File: config.mk
export PLATFORM = sky130hd
export DESIGN_NAME = zion_load_rsp_align_flat
export DESIGN_NICKNAME = d
export VERILOG_FILES = /design/src/rtl/zion_load_rsp_align_pkg.sv /design/src/rtl/zion_load_rsp_align_if.sv /design/src/rtl/zion_load_rsp_align_meta_fifo.sv /design/src/rtl/zion_load_rsp_align.sv /design/src/flat_wrapper.sv
export SDC_FILE = /design/constraint.sdc
export NUM_CORES = 1
export LEC_CHECK = 0
export BUFFER_PORTS_ARGS = -buffer_cell sky130_fd_sc_hd__buf_2
export CAP_MARGIN = 20
export CORE_ASPECT_RATIO = 0.7
export CORE_UTILIZATION = 32
export CTS_CLUSTER_DIAMETER = 80
export DETAILED_ROUTE_END_ITERATION = 10
export PLACE_DENSITY_LB_ADDON = 0.05
export SETUP_SLACK_MARGIN = 0.5
export SYNTH_ARGS = -nofsm -noshare
export SYNTH_HDL_FRONTEND = slang
export SYNTH_SLANG_ARGS = --single-unit
File: constraint.sdc
create_clock -name clk -period 5.85 [get_ports clk]
set_input_delay 0.585 -clock clk [delete_from_list [all_inputs] [get_ports clk]]
set_output_delay 0.585 -clock clk [all_outputs]
set_load 0.005 [all_outputs]
File: src/rtl/zion_load_rsp_align_pkg.sv
// zion_load_pkg: access-size enum, per-request metadata struct and lane width helper
package zion_load_pkg;
  typedef enum logic [1:0] {SZ_B, SZ_H, SZ_W, SZ_D} size_e;
  typedef struct packed {
    logic [5:0] offset;
    size_e      size;
    logic       sgn;
  } meta_t;
  function automatic logic [9:0] lane_bits(size_e s);
    return 10'd8 << s;
  endfunction
endpackage

File: src/rtl/zion_load_rsp_align_if.sv
// zion_load_rsp_align_if: request, memory, response and result handshakes; slave = aligner, master = environment
interface zion_load_rsp_align_if #(
  parameter int ADDR_WIDTH = 32,
  parameter int DATA_WIDTH = 64,
  parameter int OUT_WIDTH  = 64
);
  logic                  iReqVld, oReqRdy, iReqSigned;
  logic [ADDR_WIDTH-1:0] iReqAddr, oMemAddr;
  logic [1:0]            iReqSize;
  logic                  oMemVld, iMemRdy;
  logic                  iRspVld, oRspRdy;
  logic [DATA_WIDTH-1:0] iRspDat;
  logic                  oVld, iRdy, oErr;
  logic [OUT_WIDTH-1:0]  oDat;
  modport slave (
    input  iReqVld, iReqAddr, iReqSize, iReqSigned, iMemRdy, iRspVld, iRspDat, iRdy,
    output oReqRdy, oMemVld, oMemAddr, oRspRdy, oVld, oDat, oErr
  );
  modport master (
    output iReqVld, iReqAddr, iReqSize, iReqSigned, iMemRdy, iRspVld, iRspDat, iRdy,
    input  oReqRdy, oMemVld, oMemAddr, oRspRdy, oVld, oDat, oErr
  );
endinterface

File: src/rtl/zion_load_rsp_align_meta_fifo.sv
// zion_load_meta_fifo: in-order metadata FIFO (push_i/din_i in, pop_i/dout_o out, full_o/empty_o/count_o status)
module zion_load_meta_fifo #(
  parameter int WIDTH = 9,
  parameter int DEPTH = 4
) (
  input  logic                       clk,
  input  logic                       rst,
  input  logic                       push_i,
  input  logic                       pop_i,
  input  logic [WIDTH-1:0]           din_i,
  output logic [WIDTH-1:0]           dout_o,
  output logic                       full_o,
  output logic                       empty_o,
  output logic [$clog2(DEPTH):0]     count_o
);
  localparam int AW = $clog2(DEPTH);
  logic [WIDTH-1:0] mem_q [DEPTH];
  logic [AW-1:0] wr_q, wr_d, rd_q, rd_d;
  logic [AW:0] cnt_q, cnt_d;
  always_comb begin
    wr_d  = wr_q + AW'(push_i);
    rd_d  = rd_q + AW'(pop_i);
    cnt_d = cnt_q + (AW+1)'(push_i) - (AW+1)'(pop_i);
  end
  always_ff @(posedge clk or posedge rst)
    if (rst) begin
      wr_q  <= '0;
      rd_q  <= '0;
      cnt_q <= '0;
    end else begin
      wr_q  <= wr_d;
      rd_q  <= rd_d;
      cnt_q <= cnt_d;
    end
  always_ff @(posedge clk)
    if (push_i) mem_q[wr_q] <= din_i;
  assign dout_o  = mem_q[rd_q];
  assign full_o  = cnt_q == (AW+1)'(DEPTH);
  assign empty_o = cnt_q == '0;
  assign count_o = cnt_q;
endmodule

File: src/rtl/zion_load_rsp_align.sv
// zion_load_rsp_align: tracks outstanding loads and aligns/extends returned words (clk, rst, bus slave modport)
module zion_load_rsp_align
  import zion_load_pkg::*;
#(
  parameter int ADDR_WIDTH = 32,
  parameter int DATA_WIDTH = 64,
  parameter int OUT_WIDTH  = 64,
  parameter int DEPTH      = 4
) (
  input logic clk,
  input logic rst,
  zion_load_rsp_align_if.slave bus
);
  localparam int OFFB = $clog2(DATA_WIDTH / 8);
  logic full, empty, push, pop, rsp_acc;
  logic [$clog2(DEPTH):0] count;
  logic [$bits(meta_t)-1:0] head_raw;
  meta_t meta_in, head;
  logic [5:0] aoff;
  logic [OUT_WIDTH-1:0] raw, mask, top, res, dat_q, dat_d;
  logic vld_q, vld_d, err_q, err_d;
  assign bus.oMemVld  = bus.iReqVld & ~full;
  assign bus.oReqRdy  = bus.iMemRdy & ~full;
  assign bus.oMemAddr = {bus.iReqAddr[ADDR_WIDTH-1:OFFB], OFFB'(0)};
  assign push    = bus.iReqVld & bus.iMemRdy & ~full;
  assign bus.oRspRdy = ~vld_q | bus.iRdy;
  assign rsp_acc = bus.iRspVld & bus.oRspRdy;
  assign pop     = rsp_acc & ~empty;
  assign meta_in = '{offset: 6'(bus.iReqAddr[OFFB-1:0]), size: size_e'(bus.iReqSize), sgn: bus.iReqSigned};
  zion_load_meta_fifo #(.WIDTH($bits(meta_t)), .DEPTH(DEPTH)) u_fifo (
    .clk(clk), .rst(rst), .push_i(push), .pop_i(pop), .din_i(meta_in),
    .dout_o(head_raw), .full_o(full), .empty_o(empty), .count_o(count)
  );
  assign head = meta_t'(head_raw);
  // Lane base bit = (offset aligned down to the lane size) * 8; mask's top bit is the lane sign bit
  always_comb begin
    aoff  = (head.offset >> head.size) << head.size;
    raw   = OUT_WIDTH'(bus.iRspDat >> {aoff, 3'b000});
    mask  = ~({OUT_WIDTH{1'b1}} << lane_bits(head.size));
    top   = mask & ~(mask >> 1);
    res   = (raw & mask) | ((head.sgn && |(raw & top)) ? ~mask : '0);
    vld_d = pop ? 1'b1 : (bus.iRdy ? 1'b0 : vld_q);
    dat_d = pop ? res : dat_q;
    err_d = rsp_acc & empty;
  end
  always_ff @(posedge clk or posedge rst)
    if (rst) begin
      vld_q <= 1'b0;
      dat_q <= '0;
      err_q <= 1'b0;
    end else begin
      vld_q <= vld_d;
      dat_q <= dat_d;
      err_q <= err_d;
    end
  assign bus.oVld = vld_q;
  assign bus.oDat = dat_q;
  assign bus.oErr = err_q;
  a_size_legal: assert property (@(posedge clk) disable iff (rst)
    push |-> int'(lane_bits(size_e'(bus.iReqSize))) <= OUT_WIDTH);
endmodule
File: src/flat_wrapper.sv
// flat-port wrapper written by rule: the top's interface ports become plain ports
module zion_load_rsp_align_flat import zion_load_pkg::*;
#(
  parameter int ADDR_WIDTH = 32,
  parameter int DATA_WIDTH = 64,
  parameter int OUT_WIDTH  = 64,
  parameter int DEPTH      = 4
)
  (clk, rst, bus_iReqVld, bus_iReqAddr, bus_iReqSize, bus_iReqSigned, bus_iMemRdy, bus_iRspVld, bus_iRspDat, bus_iRdy, bus_oReqRdy, bus_oMemVld, bus_oMemAddr, bus_oRspRdy, bus_oVld, bus_oDat, bus_oErr);
  zion_load_rsp_align_if #(.ADDR_WIDTH(ADDR_WIDTH), .DATA_WIDTH(DATA_WIDTH), .OUT_WIDTH(OUT_WIDTH)) bus_i ();
  input logic clk;
  input logic rst;
  input wire logic [$bits(bus_i.iReqVld)-1:0] bus_iReqVld;
  input wire logic [$bits(bus_i.iReqAddr)-1:0] bus_iReqAddr;
  input wire logic [$bits(bus_i.iReqSize)-1:0] bus_iReqSize;
  input wire logic [$bits(bus_i.iReqSigned)-1:0] bus_iReqSigned;
  input wire logic [$bits(bus_i.iMemRdy)-1:0] bus_iMemRdy;
  input wire logic [$bits(bus_i.iRspVld)-1:0] bus_iRspVld;
  input wire logic [$bits(bus_i.iRspDat)-1:0] bus_iRspDat;
  input wire logic [$bits(bus_i.iRdy)-1:0] bus_iRdy;
  output wire logic [$bits(bus_i.oReqRdy)-1:0] bus_oReqRdy;
  output wire logic [$bits(bus_i.oMemVld)-1:0] bus_oMemVld;
  output wire logic [$bits(bus_i.oMemAddr)-1:0] bus_oMemAddr;
  output wire logic [$bits(bus_i.oRspRdy)-1:0] bus_oRspRdy;
  output wire logic [$bits(bus_i.oVld)-1:0] bus_oVld;
  output wire logic [$bits(bus_i.oDat)-1:0] bus_oDat;
  output wire logic [$bits(bus_i.oErr)-1:0] bus_oErr;
  assign bus_i.iReqVld = bus_iReqVld;
  assign bus_i.iReqAddr = bus_iReqAddr;
  assign bus_i.iReqSize = bus_iReqSize;
  assign bus_i.iReqSigned = bus_iReqSigned;
  assign bus_i.iMemRdy = bus_iMemRdy;
  assign bus_i.iRspVld = bus_iRspVld;
  assign bus_i.iRspDat = bus_iRspDat;
  assign bus_i.iRdy = bus_iRdy;
  assign bus_oReqRdy = bus_i.oReqRdy;
  assign bus_oMemVld = bus_i.oMemVld;
  assign bus_oMemAddr = bus_i.oMemAddr;
  assign bus_oRspRdy = bus_i.oRspRdy;
  assign bus_oVld = bus_i.oVld;
  assign bus_oDat = bus_i.oDat;
  assign bus_oErr = bus_i.oErr;
  zion_load_rsp_align #(.ADDR_WIDTH(ADDR_WIDTH), .DATA_WIDTH(DATA_WIDTH), .OUT_WIDTH(OUT_WIDTH), .DEPTH(DEPTH)) u_core (.clk(clk), .rst(rst), .bus(bus_i));
endmodule
==> impl_metrics.prom, run 1 <==
# TYPE chip_impl_metric gauge
chip_impl_metric{name="worstPathMaxFanout",unit=""} 18
chip_impl_info{name="yosysTopAreaCell",value="dfrtp_1"} 1
chip_impl_info{name="yosysMostFrequentCell",value="nand2_1"} 1
chip_impl_metric{name="global_route.overflow_total",unit=""} 0
chip_impl_info{name="synth.top_cells.by_area",value="dfrtp_1 31%, edfxtp_1 12%, nand2_1 10%"} 1
chip_impl_metric{name="whs",unit="ps"} 321
chip_impl_metric{name="clk_pin_slew_worst_paths",unit="ps"} 80
chip_impl_info{name="status",value="finished clean"} 1
chip_impl_metric{name="h-tree-depth",unit=""} 3
chip_impl_metric{name="number_of_maximum_capacitance_violations",unit=""} 0
chip_impl_metric{name="placedCellCount",unit=""} 949
chip_impl_metric{name="antenna_found_initial",unit=""} 0
chip_impl_metric{name="floorplan.die.height",unit="um"} 115
chip_impl_metric{name="clock_path_buffers",unit=""} 2
chip_impl_metric{name="worst_ep_arrival_time",unit="ps"} 4040
chip_impl_metric{name="number_of_buffers_added_by_the_clock_tree_synthesis_step",unit=""} 9
chip_impl_metric{name="number_of_antenna_diodes",unit=""} 0
chip_impl_metric{name="power-per-cell-area",unit="nW/um^2"} 619
chip_impl_metric{name="ctsResizeCount",unit=""} 0
chip_impl_metric{name="die-area",unit="sq um"} 18800
chip_impl_metric{name="drive_above_1_share",unit="%"} 29.9
chip_impl_metric{name="power.leakage",unit="nW"} 3.11
chip_impl_metric{name="power",unit="W"} 0.00418
chip_impl_metric{name="detailedPlacementHpwl",unit="um"} 15000
chip_impl_metric{name="number_of_enable_flip_flop_cells_after_synthesis",unit=""} 24
chip_impl_info{name="dominantRegCellSynth",value="dfrtp_1"} 1
chip_impl_info{name="hold_path_class",value="primary input to async pin"} 1
chip_impl_metric{name="cts.sinks",unit=""} 97
chip_impl_info{name="rsz_0062_raised_after_global_routing",value="false"} 1
chip_impl_info{name="cp-end-kind",value="register"} 1
chip_impl_metric{name="instances_no_fill",unit=""} 966
chip_impl_metric{name="final_period_minus_worst_setup_slack",unit="ps"} 3820
chip_impl_metric{name="clk-insertion-delay-late",unit="ps"} 360
chip_impl_metric{name="start_util",unit="%"} 33.3
chip_impl_metric{name="synth_sequential_area_ratio",unit="%"} 43.7
chip_impl_metric{name="finalMaxSlewViolations",unit=""} 0
chip_impl_metric{name="place.port_buffers",unit=""} 144
chip_impl_metric{name="detailedRoute.firstPassIterationCount",unit=""} 5
chip_impl_metric{name="gp_congestion",unit=""} 0.854
chip_impl_metric{name="grt_util_all_layers",unit="%"} 22.3
chip_impl_metric{name="fin_skew",unit="ps"} 10.7
chip_impl_metric{name="final.fill_count",unit=""} 1859
chip_impl_metric{name="setup_slack",unit="ps"} 2030
chip_impl_metric{name="vias_in_the_first_global_route",unit=""} 4924
chip_impl_metric{name="synth_warnings",unit=""} 0
chip_impl_metric{name="dp_worst_setup_slack",unit="ps"} 1920
chip_impl_metric{name="syn-instance-count",unit=""} 646
chip_impl_metric{name="cts_hold_buf",unit=""} 0
chip_impl_metric{name="route.antenna.remaining_nets",unit=""} 0
chip_impl_metric{name="synth_area",unit="sq um"} 5840
chip_impl_metric{name="area.growth.synth_to_final",unit="%"} 15.6
chip_impl_info{name="clock_tree.root_cell",value="clkbuf_16"} 1
chip_impl_metric{name="timing.final.hold_violations",unit=""} 0
chip_impl_metric{name="grt_pass1_wl",unit="um"} 30700
chip_impl_metric{name="nets",unit=""} 840
chip_impl_metric{name="final.period_utilization",unit="%"} 65.4
chip_impl_metric{name="pin_count_of_the_biggest_net_entering_global_routing",unit=""} 74
chip_impl_metric{name="setup-violations-final",unit=""} 0
chip_impl_metric{name="worst_ir_drop_vdd",unit="mV"} 0.268
chip_impl_metric{name="setup-tns-final",unit="ps"} 0
chip_impl_metric{name="transition_time_at_the_pin_with_the_least_slew_margin",unit="ps"} 963
chip_impl_metric{name="core-area",unit="sq um"} 17500
chip_impl_metric{name="max_clock_freq",unit="MHz"} 261
chip_impl_metric{name="drc",unit=""} 0
chip_impl_metric{name="timing.reg2reg.setup_slack",unit="ps"} 2030
chip_impl_metric{name="share_of_yosys_cell_area_claimed_by_the_top_area_cell_type",unit="%"} 31.3
chip_impl_info{name="clock_tree_from_tritoncts",value="yes"} 1
chip_impl_metric{name="postCtsSetupRepairBufs",unit=""} 0
chip_impl_info{name="critPathLaunchType",value="register"} 1
chip_impl_metric{name="postSynth.asyncResetShare",unit="%"} 75.3
chip_impl_metric{name="detail_route.vias_per_cell",unit=""} 5.41
chip_impl_metric{name="synth.distinct_cells",unit=""} 53
chip_impl_info{name="yosys-top-cells-count",value="162 x nand2_1, 73 x dfrtp_1, 36 x a21oi_1"} 1
chip_impl_metric{name="cp_data_required_time",unit="ps"} 6070
chip_impl_metric{name="ys_seq_elements",unit=""} 97
chip_impl_info{name="critical_path_class",value="register to register"} 1
chip_impl_metric{name="floorplan.die.width",unit="um"} 163
chip_impl_metric{name="wire_per_inst",unit="um"} 21.2
chip_impl_metric{name="avgSynthCellArea",unit="sq um"} 9.03
chip_impl_metric{name="dr.first_iter.drc_count",unit=""} 498
chip_impl_metric{name="boundaryPins",unit=""} 206
chip_impl_metric{name="via_count",unit=""} 5225
chip_impl_metric{name="fp-row-count",unit=""} 40
chip_impl_metric{name="maxSlewHeadroom",unit="%"} 35.8
chip_impl_metric{name="detail_route.wirelength",unit="um"} 20500
## cell type report
cell class	count	area, sq um	share of cell area, %
multi-input cells	457	2770	41.0
flip-flops and latches	97	2550	37.8
repair buffers	155	813	12.1
well taps	231	289	4.28
clock buffers	10	229	3.39
clock inverters	6	63.8	0.946
inverters	10	38.8	0.575
## layout by cell type, fill, tap and decap left out, types with 8 or more instances in the layout
| cell | synthesis | routed |
|---|---|---|
| clkbuf_16 | 0 | 9 |
| o211ai_1 | 12 | 12 |
| edfxtp_1 | 24 | 24 |
| o22ai_1 | 32 | 32 |
| nand3_1 | 21 | 21 |
| buf_2 | 8 | 145 |
| a21oi_2 | 30 | 29 |
| mux2i_1 | 29 | 29 |
| nor2_1 | 26 | 26 |
| a21oi_1 | 36 | 36 |
| and3_1 | 11 | 11 |
| o21ai_0 | 17 | 17 |
| buf_4 | 35 | 9 |
| nand2_1 | 162 | 162 |
| a211oi_1 | 8 | 8 |
| dfrtp_1 | 73 | 73 |
## metal layers
layer  share of wire [%]  global-route usage [%]  up-vias  routed length [um]
met5                   0                       0        -                   0
met4                 2.0                    7.35        0                 410
met3                 7.0                    4.33       37                1440
met2                  40                    29.6      224                8200
met1                  51                    35.1     2555               10500
li1                    -                       -     2409                   -
## through the flow
stage	area, sq um	util [%]
floorplan	5840	-
global placement	6430	36.7
detailed placement	6430	36.7
CTS	6730	38.4
global route	6750	38.5
finish	6750	38.5
## path summary, 6_finish.rpt
path	start	endpoint	cells past startpoint
max reg2reg	u_core.u_fifo.rd_q[0]	u_core.bus.oDat[37]	8
max in group asynchronous	rst	u_core.bus.oDat[52]	4
min	rst	u_core.u_fifo.wr_q[0]	3
min reg2reg	u_core.bus.oDat[7]	u_core.bus.oDat[7]	2
min in group clk	bus_iReqAddr[0]	u_core.u_fifo.mem_q[0][3]	1
max	u_core.u_fifo.rd_q[0]	u_core.bus.oDat[37]	8
## registers in the layout, indices dropped and copies added, names as in the netlist
| signal | flops |
|---|---|
| u_core.u_fifo.count_o | 3 |
| u_core.bus.oVld | 1 |
| u_core.u_fifo.wr_q | 2 |
| u_core.bus.oErr | 1 |
| u_core.bus.oDat | 64 |
| u_core.u_fifo.mem_q | 24 |
| u_core.u_fifo.rd_q | 2 |
## report_power, final
part | switching (W) | leakage (nW) | internal, W
clock network | 0.000276 | 0.148 | 0.000334
logic | 0.00152 | 1.87 | 0.000883
registers | 0.000193 | 1.10 | 0.000973
total | 0.00199 | 3.11 | 0.00219
## logic make-up (layout without fill, tap and decap cells)
| family | count (synthesis) | after routing | share of synthesized area [%] |
|---|---|---|---|
| simple gates | 239 | 239 | 17.5 |
| compound gates | 171 | 171 | 20.5 |
| flops | 97 | 97 | 43.7 |
| buf+inv | 94 | 181 | 9.24 |
| mux | 35 | 35 | 7.29 |
| fa+ha+maj | 5 | 5 | 1.20 |
| xor+xnor | 4 | 4 | 0.600 |
| other cells | 1 | 3 | 0.0643 |
## worst max-delay path, stage by stage (launching register included)
cell,delay (ps)
dfrtp_1,600
mux4_2,770
nor2b_1,590
o211ai_1,190
a21oi_1,260
a221oi_2,90
a21oi_4,650
buf_4,410
a21oi_2,100
Note: power is estimated with default switching activity, not from simulation.
==> run 2: changes to the inputs <==
Clock period 5.85 ns to 3.35 ns, I/O delays scaled along.
==> impl_metrics.prom, run 2 (synthesized netlist as in run 1, its figures left out) <==
# TYPE chip_impl_metric gauge
chip_impl_info{name="hold_path_class",value="primary input to async pin"} 1
chip_impl_metric{name="number_of_buffers_added_by_the_clock_tree_synthesis_step",unit=""} 9
chip_impl_metric{name="drive_above_1_share",unit="%"} 34.4
chip_impl_metric{name="cts.sinks",unit=""} 97
chip_impl_metric{name="clockPowerShare",unit="%"} 13.7
chip_impl_metric{name="timing.reg2reg.setup_slack",unit="ps"} 530
chip_impl_metric{name="finalMaxSlewViolations",unit=""} 0
chip_impl_metric{name="boundaryPins",unit=""} 206
chip_impl_metric{name="final_period_minus_worst_setup_slack",unit="ps"} 2820
chip_impl_metric{name="timing.final.hold_violations",unit=""} 0
chip_impl_metric{name="largest_register_ff_count",unit=""} 64
chip_impl_metric{name="start_util",unit="%"} 33.3
chip_impl_info{name="layout_common_cells",value="162 x nand2_1, 144 x buf_2, 72 x dfrtp_1"} 1
chip_impl_metric{name="antenna_found_initial",unit=""} 1
chip_impl_metric{name="setup_slack",unit="ps"} 529
chip_impl_metric{name="grt_util_all_layers",unit="%"} 21.6
chip_impl_metric{name="place.port_buffers",unit=""} 144
chip_impl_metric{name="worst_ep_arrival_time",unit="ps"} 3100
chip_impl_metric{name="setup-violations-final",unit=""} 0
chip_impl_metric{name="detailedRoute.firstPassIterationCount",unit=""} 5
chip_impl_info{name="cp-end-kind",value="register"} 1
chip_impl_metric{name="floorplan.die.width",unit="um"} 163
chip_impl_info{name="most_frequent_standard_cell_in_the_layout_excluding_fill_and_tap_cells",value="nand2_1"} 1
chip_impl_metric{name="intPower",unit="W"} 0.00456
chip_impl_info{name="rsz_0062_raised_after_global_routing",value="true"} 1
chip_impl_metric{name="maxSlewHeadroom",unit="%"} 49.7
chip_impl_metric{name="dp_worst_setup_slack",unit="ps"} 247
chip_impl_metric{name="h-tree-depth",unit=""} 3
chip_impl_metric{name="power.switching",unit="W"} 0.00372
chip_impl_metric{name="number_of_maximum_capacitance_violations",unit=""} 0
chip_impl_info{name="clock_tree.root_cell",value="clkbuf_16"} 1
chip_impl_metric{name="whs",unit="ps"} 177
chip_impl_metric{name="vias_in_the_first_global_route",unit=""} 4821
chip_impl_metric{name="transition_time_at_the_pin_with_the_least_slew_margin",unit="ps"} 754
chip_impl_metric{name="clk-insertion-delay-late",unit="ps"} 360
chip_impl_metric{name="power.leakage",unit="nW"} 3.35
chip_impl_metric{name="global_route.overflow_total",unit=""} 0
chip_impl_metric{name="cp_data_required_time",unit="ps"} 3630
chip_impl_info{name="critical_path_class",value="register to register"} 1
chip_impl_metric{name="route.antenna.remaining_nets",unit=""} 0
chip_impl_metric{name="seq_power_share",unit="%"} 24.6
chip_impl_metric{name="final.period_utilization",unit="%"} 84.2
chip_impl_info{name="status",value="finished clean"} 1
chip_impl_metric{name="worstPathMaxFanout",unit=""} 16
chip_impl_info{name="clock_tree_from_tritoncts",value="yes"} 1
chip_impl_metric{name="detailedPlacementHpwl",unit="um"} 14700
chip_impl_metric{name="clk_pin_slew_worst_paths",unit="ps"} 70
chip_impl_metric{name="area.growth.synth_to_final",unit="%"} 24.5
chip_impl_metric{name="switching_share",unit="%"} 44.9
chip_impl_metric{name="core-area",unit="sq um"} 17500
chip_impl_metric{name="fp-row-count",unit=""} 40
chip_impl_metric{name="power-per-cell-area",unit="nW/um^2"} 1140
chip_impl_metric{name="detail_route.wirelength",unit="um"} 21300
chip_impl_metric{name="pin_count_of_the_biggest_net_entering_global_routing",unit=""} 54
chip_impl_metric{name="drc",unit=""} 0
chip_impl_metric{name="wire_per_inst",unit="um"} 21.3
chip_impl_metric{name="fin_skew",unit="ps"} 12.8
chip_impl_metric{name="via_count",unit=""} 5396
chip_impl_metric{name="dr.first_iter.drc_count",unit=""} 465
chip_impl_metric{name="max_clock_freq",unit="MHz"} 354
chip_impl_info{name="critPathLaunchType",value="register"} 1
chip_impl_metric{name="die-area",unit="sq um"} 18800
chip_impl_metric{name="floorplan.die.height",unit="um"} 115
chip_impl_metric{name="detail_route.vias_per_cell",unit=""} 5.39
chip_impl_metric{name="combinationalPowerShare",unit="%"} 61.7
chip_impl_metric{name="setup-tns-final",unit="ps"} 0
chip_impl_metric{name="grt_pass1_wl",unit="um"} 29700
chip_impl_metric{name="nets",unit=""} 875
chip_impl_metric{name="gp_congestion",unit=""} 0.850
chip_impl_metric{name="worst_ir_drop_vdd",unit="mV"} 0.620
chip_impl_metric{name="clock_path_buffers",unit=""} 2
run 2: what timing repair did:
item	CTS	global route
hold buffers	0	0
gates resized for setup	4	20
cloned	0	6
pin swaps	0	6
setup buffers	3	10
endpoints found under the setup margin	58	58
run 2: area by class of cell:
type                            instances  area [sq um]
Fill cell                            1804         10200
Clock buffer                           11           233
Timing Repair Buffer                  189          1200
Tap cell                              231           289
Clock inverter                          5          86.3
Sequential cell                        97          2550
Inverter                               10          41.3
Antenna cell                            1          2.50
Multi-Input combinational cell        458          2870
run 2: power groups by stage:
stage	registers (W)	logic (W)	clock network (W)
detailed placement	0.00205	0.00436	0
CTS	0.00204	0.00442	0.00117
floorplan	0.00198	0.00302	0
global route	0.00210	0.00556	0.00122
global placement	0.00204	0.00431	0
finish	0.00204	0.00511	0.00113
run 2: layer usage:
metal	share of wire (%)	global-route usage (%)	vias up
li1	-	-	2488
met1	49	33.5	2649
met2	41	28.8	229
met3	8.3	5.63	30
met4	1.5	5.98	0
met5	0	0	-
run 2: worst paths after layout:
check / startpoint / to / cells past startpoint
max in group asynchronous: rst / u_core.bus.oDat[38] / 4
setup reg to reg: u_core.u_fifo.rd_q[0] / u_core.bus.oDat[50] / 9
setup / recovery: u_core.u_fifo.rd_q[0] / u_core.bus.oDat[50] / 9
min in group clk: bus_iReqAddr[2] / u_core.u_fifo.mem_q[0][5] / 1
hold reg to reg: u_core.bus.oDat[3] / u_core.bus.oDat[3] / 2
hold / removal: rst / u_core.u_fifo.count_o[1] / 3
run 2: critical path: stages, from the launching register on:
cell	delay [ps]
dfrtp_2	510
mux4_2	650
nor2b_1	200
a221oi_1	310
a21boi_1	280
a2bb2oi_2	240
a21oi_4	90
buf_12	150
buf_12	160
a21oi_1	150
run 2: through the flow:
| stage | cell area, sq um | utilization (%) | instances | total power (W) |
|---|---|---|---|---|
| final | 7270 | 41.5 | 1002 | 0.00828 |
| after global routing | 7260 | 41.5 | 1001 | 0.00887 |
| after floorplan | 5840 | - | 648 | 0.00500 |
| after detailed placement | 6600 | 37.7 | 966 | 0.00641 |
| after global placement | 6600 | 37.7 | 966 | 0.00635 |
| after CTS | 6950 | 39.7 | 985 | 0.00763 |
==> run 3: changes to the inputs <==
Clock period 3.35 ns to 2.6 ns, I/O delays scaled along.
==> impl_metrics.prom, run 3 (synthesized netlist as in run 1, its figures left out) <==
# TYPE chip_impl_metric gauge
chip_impl_metric{name="detailedRoute.firstPassIterationCount",unit=""} 5
chip_impl_metric{name="dp_worst_setup_slack",unit="ps"} -243
chip_impl_metric{name="setup_slack",unit="ps"} -181
chip_impl_metric{name="worst_ir_drop_vdd",unit="mV"} 0.639
chip_impl_metric{name="instances_no_fill",unit=""} 1059
chip_impl_metric{name="vias_in_the_first_global_route",unit=""} 5238
chip_impl_info{name="clock_tree.root_cell",value="clkbuf_16"} 1
chip_impl_metric{name="timing.final.hold_violations",unit=""} 0
chip_impl_info{name="hold_path_class",value="primary input to async pin"} 1
chip_impl_metric{name="timing.reg2reg.setup_slack",unit="ps"} -180
chip_impl_info{name="critical_path.slowest_cell",value="mux4_2"} 1
chip_impl_info{name="critical_path_class",value="register to register"} 1
chip_impl_metric{name="clock_path_buffers",unit=""} 2
chip_impl_metric{name="detail_route.vias_per_cell",unit=""} 5.30
chip_impl_info{name="critical_path.reg2reg.endpoint",value="u_core.bus.oDat[33]"} 1
chip_impl_info{name="worst_r2r_startpoint",value="u_core.u_fifo.rd_q[0]"} 1
chip_impl_info{name="timing.critical_path.cells",value="buf_4 > mux4_2 > or3b_4 > a2bb2oi_2 > o211ai_1 > a2bb2oi_4 > a21oi_4 > buf_12 > clkbuf_16 > a21oi_2"} 1
chip_impl_metric{name="max_clock_freq",unit="MHz"} 360
chip_impl_metric{name="cts_hold_buf",unit=""} 0
chip_impl_metric{name="grt_pass1_wl",unit="um"} 31500
chip_impl_metric{name="worst_ep_arrival_time",unit="ps"} 3000
chip_impl_info{name="status",value="finished with violations"} 1
chip_impl_metric{name="final.period_utilization",unit="%"} 107
chip_impl_metric{name="power-per-cell-area",unit="nW/um^2"} 1520
chip_impl_metric{name="worst_r2r_path_depth",unit=""} 10
chip_impl_metric{name="finalMaxSlewViolations",unit=""} 0
chip_impl_metric{name="placedCellCount",unit=""} 1004
chip_impl_info{name="clock_tree_from_tritoncts",value="yes"} 1
chip_impl_metric{name="cp_slowest_stage_delay",unit="ps"} 580
chip_impl_metric{name="whs",unit="ps"} 16.5
chip_impl_metric{name="setup-violations-final",unit=""} 45
chip_impl_metric{name="utilization",unit="%"} 46.8
chip_impl_metric{name="floorplan.die.width",unit="um"} 163
chip_impl_metric{name="cts.sinks",unit=""} 97
chip_impl_metric{name="dr.first_iter.drc_count",unit=""} 445
chip_impl_metric{name="drc",unit=""} 0
chip_impl_metric{name="final_period_minus_worst_setup_slack",unit="ps"} 2780
chip_impl_info{name="critical_path.top_delay_family",value="compound AO/OA/AOI/OAI gates"} 1
chip_impl_metric{name="largest_register_ff_count",unit=""} 64
chip_impl_metric{name="cp_num_buf_inv",unit=""} 3
chip_impl_metric{name="wire_per_inst",unit="um"} 21.2
chip_impl_metric{name="core-area",unit="sq um"} 17500
chip_impl_metric{name="clk_pin_slew_worst_paths",unit="ps"} 70
chip_impl_metric{name="transition_time_at_the_pin_with_the_least_slew_margin",unit="ps"} 714
chip_impl_metric{name="drive_above_1_share",unit="%"} 45.5
chip_impl_metric{name="number_of_antenna_diodes",unit=""} 0
chip_impl_metric{name="detailedPlacementHpwl",unit="um"} 15800
chip_impl_metric{name="detail_route.wirelength",unit="um"} 22500
chip_impl_metric{name="pin_count_of_the_biggest_net_entering_global_routing",unit=""} 56
chip_impl_metric{name="die-area",unit="sq um"} 18800
chip_impl_info{name="critPathLaunchType",value="register"} 1
chip_impl_metric{name="boundaryPins",unit=""} 206
chip_impl_metric{name="power.leakage",unit="nW"} 3.74
chip_impl_metric{name="fp-row-count",unit=""} 40
chip_impl_info{name="rsz_0062_raised_after_global_routing",value="true"} 1
chip_impl_info{name="layout_common_cells",value="157 x nand2_1, 144 x buf_2, 74 x buf_4"} 1
chip_impl_metric{name="global_route.overflow_total",unit=""} 0
chip_impl_metric{name="route.antenna.remaining_nets",unit=""} 0
chip_impl_info{name="cp-end-kind",value="register"} 1
chip_impl_metric{name="setup-tns-final",unit="ps"} -5900
chip_impl_metric{name="number_of_maximum_capacitance_violations",unit=""} 0
chip_impl_metric{name="via_count",unit=""} 5617
chip_impl_metric{name="gp_congestion",unit=""} 0.898
chip_impl_metric{name="h-tree-depth",unit=""} 3
chip_impl_metric{name="place.port_buffers",unit=""} 144
chip_impl_metric{name="antenna_found_initial",unit=""} 0
chip_impl_metric{name="start_util",unit="%"} 33.3
chip_impl_metric{name="maxSlewHeadroom",unit="%"} 52.3
chip_impl_metric{name="worstPathMaxFanout",unit=""} 8
chip_impl_metric{name="number_of_buffers_added_by_the_clock_tree_synthesis_step",unit=""} 9
chip_impl_metric{name="grt_util_all_layers",unit="%"} 22.8
chip_impl_metric{name="fin_skew",unit="ps"} 8.61
chip_impl_info{name="violations",value="negative setup slack"} 1
chip_impl_metric{name="cp_data_required_time",unit="ps"} 2820
chip_impl_metric{name="nets",unit=""} 933
chip_impl_metric{name="floorplan.die.height",unit="um"} 115
chip_impl_info{name="most_frequent_standard_cell_in_the_layout_excluding_fill_and_tap_cells",value="nand2_1"} 1
chip_impl_metric{name="clk-insertion-delay-late",unit="ps"} 350
chip_impl_metric{name="area.growth.synth_to_final",unit="%"} 40.4
[run 3: changes by cell type in the layout (fill, tap and decap cells not counted), moves of 6 or more]
cell / delta
a311oi_1: -6
buf_4: +44
a21oi_1: -10
a21oi_2: +9
o21ai_1: +6
a311oi_2: +6
o21ai_0: -8
buf_12: +6
[run 3: per-stage QoR]
stage / total power (W) / cell area, sq um
global placement: 0.00882 / 7000
finish: 0.0124 / 8190
CTS: 0.0106 / 7410
global route: 0.0132 / 8190
floorplan: 0.00663 / 5970
detailed placement: 0.00892 / 7000
[run 3: routing by layer]
| layer | track usage (%) | wire [um] | vias up | part of all wire, % |
|---|---|---|---|---|
| met5 | 0 | 0 | - | 0 |
| met4 | 6.92 | 366 | 0 | 1.6 |
| met3 | 3.86 | 1470 | 42 | 6.6 |
| met2 | 30.4 | 9270 | 206 | 41 |
| met1 | 36.4 | 11400 | 2781 | 51 |
| li1 | - | - | 2588 | - |
[run 3: how the worst max path moves through the flow]
stage | startpoint | cells past startpoint | endpoint | slack [ps]
floorplan | u_core.u_fifo.rd_q[0] | 9 | u_core.bus.oDat[32] | 120
global placement | u_core.u_fifo.rd_q[0] | 9 | u_core.bus.oDat[50] | -210
detailed placement | u_core.u_fifo.rd_q[0] | 9 | u_core.bus.oDat[50] | -240
CTS | u_core.u_fifo.rd_q[0] | 9 | u_core.bus.oDat[49] | -100
global route | u_core.u_fifo.rd_q[0] | 11 | u_core.bus.oDat[43] | -250
finish | u_core.u_fifo.rd_q[0] | 10 | u_core.bus.oDat[33] | -180
[run 3: worst register-to-register path: cells and delay by family (launching register included)]
family	cells	cell delay (ps)
muxes	1	580
and+or+nand+nor	1	400
AOI/OAI and AO/OA	5	710
DFF	1	470
buffers and inverters	3	470
[run 3: final cells by class]
class	count	area, sq um
well taps	231	289
clock buffers	12	258
multi-input cells	458	3190
clock inverters	4	50.0
inverters	10	46.3
repair buffers	247	1800
fillers	1714	9330
flip-flops and latches	97	2550
[run 3: repair_timing]
action / in CTS / in global routing
pin swaps: 5 / 62
gates resized for setup: 13 / 84
setup buffers: 6 / 23
gates cloned: 0 / 10
endpoints found under the setup margin: 65 / 78
hold endpoints to repair: 0 / 0
[run 3: power breakdown]
| group | leakage, nW | switching (W) | total (W) | internal, W |
|---|---|---|---|---|
| combinational | 2.50 | 0.00436 | 0.00841 | 0.00405 |
| clock | 0.152 | 0.000598 | 0.00140 | 0.000807 |
| sequential | 1.09 | 0.000432 | 0.00263 | 0.00219 |
